### src/rtl/updown_count_ctrl_pkg.sv
// Shared definitions for the two-digit up/down counter controller:
// FSM state encoding, display glyph codes and the BCD digit width.
package updown_count_ctrl_pkg;

    localparam int DIGIT_W = 4;

    typedef enum logic [1:0] {
        ST_PAUSE = 2'd0,
        ST_RUN   = 2'd1,
        ST_DONE  = 2'd2
    } state_t;

    localparam logic [DIGIT_W-1:0] GLYPH_UP   = 4'd11;
    localparam logic [DIGIT_W-1:0] GLYPH_DOWN = 4'd10;

endpackage

### src/rtl/updown_count_ctrl_bcd2_step.sv
// Combinational two-digit BCD increment/decrement that saturates at MAX_VAL
// going up and at 00 going down; also flags the limit before and after the step.
module bcd2_step
    import updown_count_ctrl_pkg::*;
#(
    parameter int MAX_VAL = 99
) (
    input  logic [DIGIT_W-1:0] tens,
    input  logic [DIGIT_W-1:0] ones,
    input  logic               up,
    output logic [DIGIT_W-1:0] next_tens,
    output logic [DIGIT_W-1:0] next_ones,
    output logic               at_limit,
    output logic               next_at_limit
);

    localparam logic [DIGIT_W-1:0] MAX_T = DIGIT_W'(MAX_VAL / 10);
    localparam logic [DIGIT_W-1:0] MAX_O = DIGIT_W'(MAX_VAL % 10);

    always_comb begin
        next_tens = tens;
        next_ones = ones;
        at_limit  = up ? (tens == MAX_T && ones == MAX_O) : (tens == '0 && ones == '0);
        if (!at_limit) begin
            if (up) begin
                if (ones == 4'd9) begin
                    next_ones = '0;
                    next_tens = tens + 4'd1;
                end else begin
                    next_ones = ones + 4'd1;
                end
            end else begin
                if (ones == '0) begin
                    next_ones = 4'd9;
                    next_tens = tens - 4'd1;
                end else begin
                    next_ones = ones - 4'd1;
                end
            end
        end
        next_at_limit = up ? (next_tens == MAX_T && next_ones == MAX_O)
                           : (next_tens == '0 && next_ones == '0);
    end

endmodule

### src/rtl/updown_count_ctrl.sv
// Run/pause/limit sequencing for the 00-99 up/down counter: prescaled step
// timing, BCD count register, direction glyph and max/min limit LEDs.
module updown_count_ctrl
    import updown_count_ctrl_pkg::*;
#(
    parameter int TICK_DIV = 33554432,
    parameter int MAX_VAL  = 99
) (
    input  logic               clk,
    input  logic               rst,
    input  logic               en_pulse,
    input  logic               dir_pulse,
    output logic [DIGIT_W-1:0] tens,
    output logic [DIGIT_W-1:0] ones,
    output logic [DIGIT_W-1:0] dir_code,
    output logic               running,
    output logic [1:0]         state,
    output logic               max,
    output logic               min
);

    localparam int PW = (TICK_DIV > 1) ? $clog2(TICK_DIV) : 1;

    state_t               state_q;
    logic [PW-1:0]        presc;
    logic [DIGIT_W-1:0]   next_tens;
    logic [DIGIT_W-1:0]   next_ones;
    logic                 at_limit;
    logic                 next_at_limit;
    logic                 dir_up;
    logic                 step;

    assign dir_up = (dir_code == GLYPH_UP);
    assign step   = (state_q == ST_RUN) && (presc == PW'(TICK_DIV - 1));
    assign state  = state_q;
    assign max    = at_limit && dir_up;
    assign min    = at_limit && !dir_up;

    bcd2_step #(
        .MAX_VAL(MAX_VAL)
    ) u_step (
        .tens         (tens),
        .ones         (ones),
        .up           (dir_up),
        .next_tens    (next_tens),
        .next_ones    (next_ones),
        .at_limit     (at_limit),
        .next_at_limit(next_at_limit)
    );

    always_ff @(posedge clk) begin
        if (rst) begin
            state_q  <= ST_PAUSE;
            presc    <= '0;
            tens     <= '0;
            ones     <= '0;
            dir_code <= GLYPH_UP;
            running  <= 1'b0;
        end else begin
            if (dir_pulse) begin
                dir_code <= dir_up ? GLYPH_DOWN : GLYPH_UP;
            end
            case (state_q)
                ST_PAUSE: begin
                    presc <= '0;
                    if (en_pulse) begin
                        state_q <= ST_RUN;
                        running <= 1'b1;
                    end
                end
                ST_RUN: begin
                    // A pause request beats a coincident step; the step itself uses the old direction
                    if (en_pulse) begin
                        state_q <= ST_PAUSE;
                        running <= 1'b0;
                        presc   <= '0;
                    end else if (step) begin
                        presc <= '0;
                        if (at_limit) begin
                            state_q <= ST_DONE;
                            running <= 1'b0;
                        end else begin
                            tens <= next_tens;
                            ones <= next_ones;
                            if (next_at_limit) begin
                                state_q <= ST_DONE;
                                running <= 1'b0;
                            end
                        end
                    end else begin
                        presc <= presc + PW'(1);
                    end
                end
                ST_DONE: begin
                    presc <= '0;
                    if (en_pulse) begin
                        state_q <= ST_PAUSE;
                        running <= 1'b0;
                    end else if (dir_pulse) begin
                        state_q <= ST_RUN;
                        running <= 1'b1;
                    end
                end
                default: begin
                    state_q <= ST_PAUSE;
                    running <= 1'b0;
                    presc   <= '0;
                end
            endcase
        end
    end

endmodule

### config.mk
export PLATFORM = sky130hd
export DESIGN_NAME = updown_count_ctrl
export DESIGN_NICKNAME = d
export VERILOG_FILES = /design/src/rtl/updown_count_ctrl_pkg.sv /design/src/rtl/updown_count_ctrl_bcd2_step.sv /design/src/rtl/updown_count_ctrl.sv
export SDC_FILE = /design/constraint.sdc
export NUM_CORES = 1
export LEC_CHECK = 0
export CORE_MARGIN = 2
export CORE_UTILIZATION = 44
export DETAILED_ROUTE_END_ITERATION = 8
export PLACE_DENSITY = 0.63
export SYNTH_ARGS = -nofsm -noshare
export SYNTH_HDL_FRONTEND = slang
export SYNTH_SLANG_ARGS = --single-unit
### constraint.sdc
create_clock -name clk -period 3.4 [get_ports clk]
set_input_delay 0.34 -clock clk [delete_from_list [all_inputs] [get_ports clk]]
set_output_delay 0.34 -clock clk [all_outputs]
set_load 0.005 [all_outputs]
# Word-level counts from Yosys, hierarchy flattened
# Index checks and enable logic that the tools add are counted.
# word_totals
ff_bits,40
in_bits,4
out_inout_bits,17
word_cells,69
# classes
n_addsub,5
n_eq_ne,12
muxes,27
bitwise,3
reduce_logical,16
# ops
op,n
4-bit 2-to-1 mux,8
"25-bit by 1-bit adder with 25-bit output, second input constant",1
"25-bit == test, second input constant",1
"4-bit == test, second input constant",5
4-bit zero test,4
2-bit 2-to-1 mux,7
1-bit 2-to-1 mux,10
"4-bit by 1-bit adder with 4-bit output, second input constant",2
4-bit AND reduction,2
"4-bit by 1-bit subtractor with 4-bit output, second input constant",2
1-bit logical AND,7
"3-bit != test, second input constant",2
2-bit case mux with 3 select lines,1
"4-bit != test, second input constant",1
4-bit OR reduction,1
1-bit NOT,3
1-bit case mux with 3 select lines,1
"2-bit by 1-bit == test with 1-bit output, second input constant",1
"2-bit == test, second input constant",1
2-bit zero test,1
"2-bit != test, second input constant",1
1-bit zero test,1

# Depth between registers and ports, before layout
# logic_depth
depth_word,12
depth_mapped,10
ltp_nobuf,10

# By module
# Synthesis repeated with hierarchy kept, for this count alone.
# hier_totals
hier_cells,286
area_unflattened_um2,2366.0
# by_module_without_submodules
module,instances,cells_per_inst,area_per_inst_um2,seq_area_each_um2
updown_count_ctrl,1,212,1834.3,740.7
bcd2_step,1,74,531.8,0.0

# Worst setup path before layout
# No wires, ideal clock.
# synth_path
path_type,reg2reg
start,reg tens[0]
end,reg state_q[0] (netlist: state[0])
setup_ns,0.129
arrival_ns,2.577
t_required_ns,3.271
setup_slack_ns,0.695
stages_incl_launch_ff,11
n_path_buf,0
period_less_slack_ns,2.705
path_cell_list,dfxtp_1 > inv_1 > ha_1 > nor2b_2 > and4b_4 > or3_1 > a2111o_1 > mux2_4 > o41ai_4 > o22a_1 > nor2_1
# synth_via
elab_chain_cells,9
# synth_lines
element,line,rtl
start: declaration,updown_count_ctrl.sv:13,"output logic [DIGIT_W-1:0] tens,"
start signal: assignment,updown_count_ctrl.sv:83,tens <= next_tens;
4-bit by 1-bit subtractor with 4-bit output (tied with other cells),updown_count_ctrl_bcd2_step.sv:35,next_tens = tens - 4'd1;
4-bit 2-to-1 mux (tied with other cells),updown_count_ctrl_bcd2_step.sv:33,if (ones == '0) begin
4-bit 2-to-1 mux or 1-bit 2-to-1 mux (tied branches),"updown_count_ctrl_bcd2_step.sv:25, updown_count_ctrl_bcd2_step.sv:23",
4-bit 2-to-1 mux,updown_count_ctrl_bcd2_step.sv:24,if (!at_limit) begin
4-bit == test or 4-bit zero test (tied branches),"updown_count_ctrl_bcd2_step.sv:41, updown_count_ctrl_bcd2_step.sv:42",
1-bit logical AND (on tied branches),"updown_count_ctrl_bcd2_step.sv:41, updown_count_ctrl_bcd2_step.sv:42",
1-bit 2-to-1 mux,updown_count_ctrl_bcd2_step.sv:41,next_at_limit = up ? (next_tens == MAX_T && next_ones == MAX_O)
4-bit != test (no line),--,
4-bit AND reduction (no line),--,
end signal: assignment,updown_count_ctrl.sv:53,state_q <= ST_PAUSE;
end signal: assignment,updown_count_ctrl.sv:67,state_q <= ST_RUN;
end signal: assignment,updown_count_ctrl.sv:74,state_q <= ST_PAUSE;
end: declaration,updown_count_ctrl.sv:24,state_t state_q;
# Parallel ways exist; a longest one is shown, timed or not. The select of a mux whose other input is x is not followed.
# A chain may end at the register's enable or synchronous reset.

# Worst setup path after layout
# Ends and elaborated chain as after synthesis.

==> results by group <==
Routing
  • # DRC: 0
  • Via Count: 1727
  • DRT Pass-1 Iters: 4
  • Via density: 5.12
  • Iter 0 DRT Violations: 63
  • Total wire length: 4090 um
  • ANT nets after route: 0
  • Drt wl/cell: 12.1 um

Cells and area
  • Share of cells above drive strength 1: 0.0815
  • Final Core Density: 0.515
  • # diodes: 0
  • Nets: 278
  • Finished Layout Cells: 337
  • Final Cell Area: 2430 um^2
  • Area Growth Syn to Fin: 13.5%
  • Fill cells: 478
  • Sequential cell area: 741 um^2
  • Area of the multi-input gates: 1290 um^2

Min path
  • Hold/Removal Path Class: flip-flop to flip-flop
  • Hold path depth: 1
  • Min-delay src: presc[0]
  • Worst Hold Endpoint: presc[0]

Setup path
  • CP max FO: 7
  • Worst r2r dst: state[0]
  • Setup crit end kind: flip-flop
  • Crit-path cells: inv_1, ha_1, nor2b_2, and4b_4, or3_1, a2111o_1, mux2_4, o41ai_4, o22a_1, nor2_1
  • Max incr delay on CP: 0.43 ns
  • Worst EP required: 3.57 ns
  • Reg-to-Reg Start: tens[0]
  • Worst reg2reg path depth: 10
  • Crit path DAT: 3.05 ns
  • CP Launch Type: flip-flop
  • R2R setup slack: 0.52 ns
  • CP max stage cell: a2111o_1
  • Crit-path leading delay family: compound AO/OA/AOI/OAI gates
  • WP buf/inv: 1
  • Crit Path Category: flip-flop to flip-flop
  • Critical path depth in cells: 10

Yosys
  • Largest family of logic cells by synthesized area: simple AND/OR/NAND/NOR gates
  • Synth Instances: 255
  • Synth cell count leaders: nor2_1, dfxtp_1, nand3_1
  • Sequential-to-total area share from yosys stat: 0.345
  • Adder-cell share of the synthesized area: 0.0292
  • Synth area leader: dfxtp_1
  • Average cell area after synthesis: 8.41 um^2
  • Synth Area in Simple Gates: 0.295
  • Yosys reg bits: 37
  • Mux cell area share after synthesis: 0.0263
  • Yosys warning count: 0
  • Predominant post-synthesis flop cell: dfxtp_1
  • Post-synthesis cell type count: 55
  • Top area cells in the synthesized netlist: dfxtp_1, nor2_1, xor2_1
  • Synth Area in Compound Gates: 0.129
  • Most numerous cell in the Yosys netlist: nor2_1
  • Top cell type's share of synthesized area: 0.345
  • XOR/XNOR share of the synthesized area: 0.118
  • Synth Cell Area: 2140 um^2
  • Post-synth EDFFs: 0
  • Asr flop ratio synth: 0

GRT
  • Grt ovf: 0
  • Largest net degree at the start of global routing: 18
  • Vias in the first global route: 1589
  • GR Layer Usage met2: 0.276
  • Busiest metal layer after global routing: met2
  • Met3 Use GR: 0.0288
  • GRT Util Overall: 0.165
  • Initial antenna violation count: 0
  • Met1 Track Usage GR: 0.201
  • First-pass GRT wire length: 6990 um

Clocking
  • Hold Buf Count CTS: 0
  • Post-CTS Setup Bufs: 0
  • Deepest clock path buffer count: 2
  • Clk_lat worst skew: 0.29 ns
  • CTS Buf Count: 5
  • Max H-tree Level: 2
  • Clk pin slew, worst setup/hold paths: 0.07 ns
  • CTS sink count: 37
  • CTS tree: built
  • Clk root buf: clkbuf_8
  • Post-CTS resize count: 0

Floorplan
  • Core footprint: 4720 um^2
  • Num ports: 21
  • Die Footprint: 5450 um^2
  • Starting Density: 0.454
  • Die W: 73.8 um
  • Site Rows: 25
  • Die height: 73.8 um

Pwr
  • Switch Pwr: 187 uW
  • Combinational power share: 0.069
  • Max VDD drop: 0.234 mV
  • Flop pwr share: 0.532
  • Switching portion of total power: 0.224
  • Pint: 648 uW
  • Leakage: 0.000874 uW
  • Clock Power Share: 0.399
  • Pwr Density: 343 nW/um^2
  • Total Power: 835 uW

Placement
  • DP HPWL: 2940 um
  • Area after DPL: 2330 um^2
  • Post-Place Cells: 329
  • PortBufs: 17
  • Gpl congestion: 0.820

Timing
  • Final Cycle Share: 0.847
  • Tmin final: 2.88 ns
  • Worst Skew: 0.00865 ns
  • Peak Freq: 0.347 GHz
  • # setup viols final: 0
  • Worst Tran Pin Value: 0.523 ns
  • Sum of negative setup slack: 0 ns
  • Slew HR: 0.650
  • RSZ-0062 raised after global routing: false
  • Fin. Hold Viols: 0
  • Max Slew Vio Count: 0

Outcome
  • Outcome: finished, final reports clean

Flow run
  • Maxcap violations: 0
-- through the flow --
stage                     setup WS, ns  hold WS (ns)
after CTS                        0.524         0.466
after detailed placement         0.525         0.449
after global placement           0.580         0.446
after global routing             0.361         0.496
after floorplan                  0.695         0.410
final                            0.519         0.458
-- layer usage --
metal / up-vias / routed length [um]
met2: 27 / 1990
met3: 8 / 93
met1: 787 / 1920
met5: - / 0
li1: 905 / -
met4: 0 / 82
-- cells in the final DEF, fill, tap and decap left out, types with 3 or more instances in the layout --
cell / instances
a21oi_1: 5
and3_1: 4
and4_1: 5
clkbuf_8: 7
clkdlybuf4s50_1: 17
conb_1: 3
dfxtp_1: 37
ha_1: 5
inv_1: 8
mux2i_1: 3
nand2_1: 13
nand2b_1: 4
nand3_1: 19
nand4_1: 5
nor2_1: 43
nor3_1: 6
nor3_2: 3
o21a_1: 3
o21ai_0: 8
or3_1: 3
xnor2_1: 12
xor2_1: 17
-- final cells by class --
cell class	count	share of cell area
Clock buffer	7	0.0396
Timing Repair Buffer	19	0.0761
Clock inverter	1	0.00206
Tap cell	67	0.0344
Inverter	8	0.0123
Sequential cell	37	0.304
Multi-Input combinational cell	198	0.531
-- cells by family after synthesis --
kind of cell | after synthesis
buf+inv | 21
other cells | 2
flops | 37
compound gates | 36
xor+xnor | 29
simple gates | 120
mux | 5
fa+ha+maj | 5
-- worst reg2reg max path, stage by stage, from the launching register on --
cell and delay (ns):
dfxtp_1 0.37, inv_1 0.16, ha_1 0.18, nor2b_2 0.16, and4b_4 0.22, or3_1 0.33
a2111o_1 0.43, mux2_4 0.28, o41ai_4 0.43, o22a_1 0.18, nor2_1 0.03
-- power by group through the flow --
stage | clock [uW] | sequential [uW] | combinational, uW
2_1_floorplan | 0 | 450 | 44.4
3_3_place_gp | 0 | 454 | 57.3
3_5_place_dp | 0 | 455 | 57.1
4_1_cts | 347 | 444 | 57.5
5_1_grt | 368 | 445 | 64.0
6_report | 333 | 444 | 57.2
-- worst max-delay path by stage --
| stage | slack (ns) | startpoint | to |
|---|---|---|---|
| finish | 0.52 | tens[0] | state[0] |
| global route | 0.36 | tens[0] | state[0] |
| CTS | 0.52 | tens[0] | state[0] |
| detailed placement | 0.52 | tens[0] | state[0] |
| global placement | 0.58 | tens[0] | state[0] |
| floorplan | 0.69 | tens[0] | state[0] |
-- registers in the layout (all words and copies together), names as in the netlist --
| signal | flops |
|---|---|
| ones | 4 |
| dir_code | 1 |
| tens | 4 |
| presc | 25 |
| state | 2 |
| running | 1 |
No activity file was read; power rests on OpenSTA's default activity.
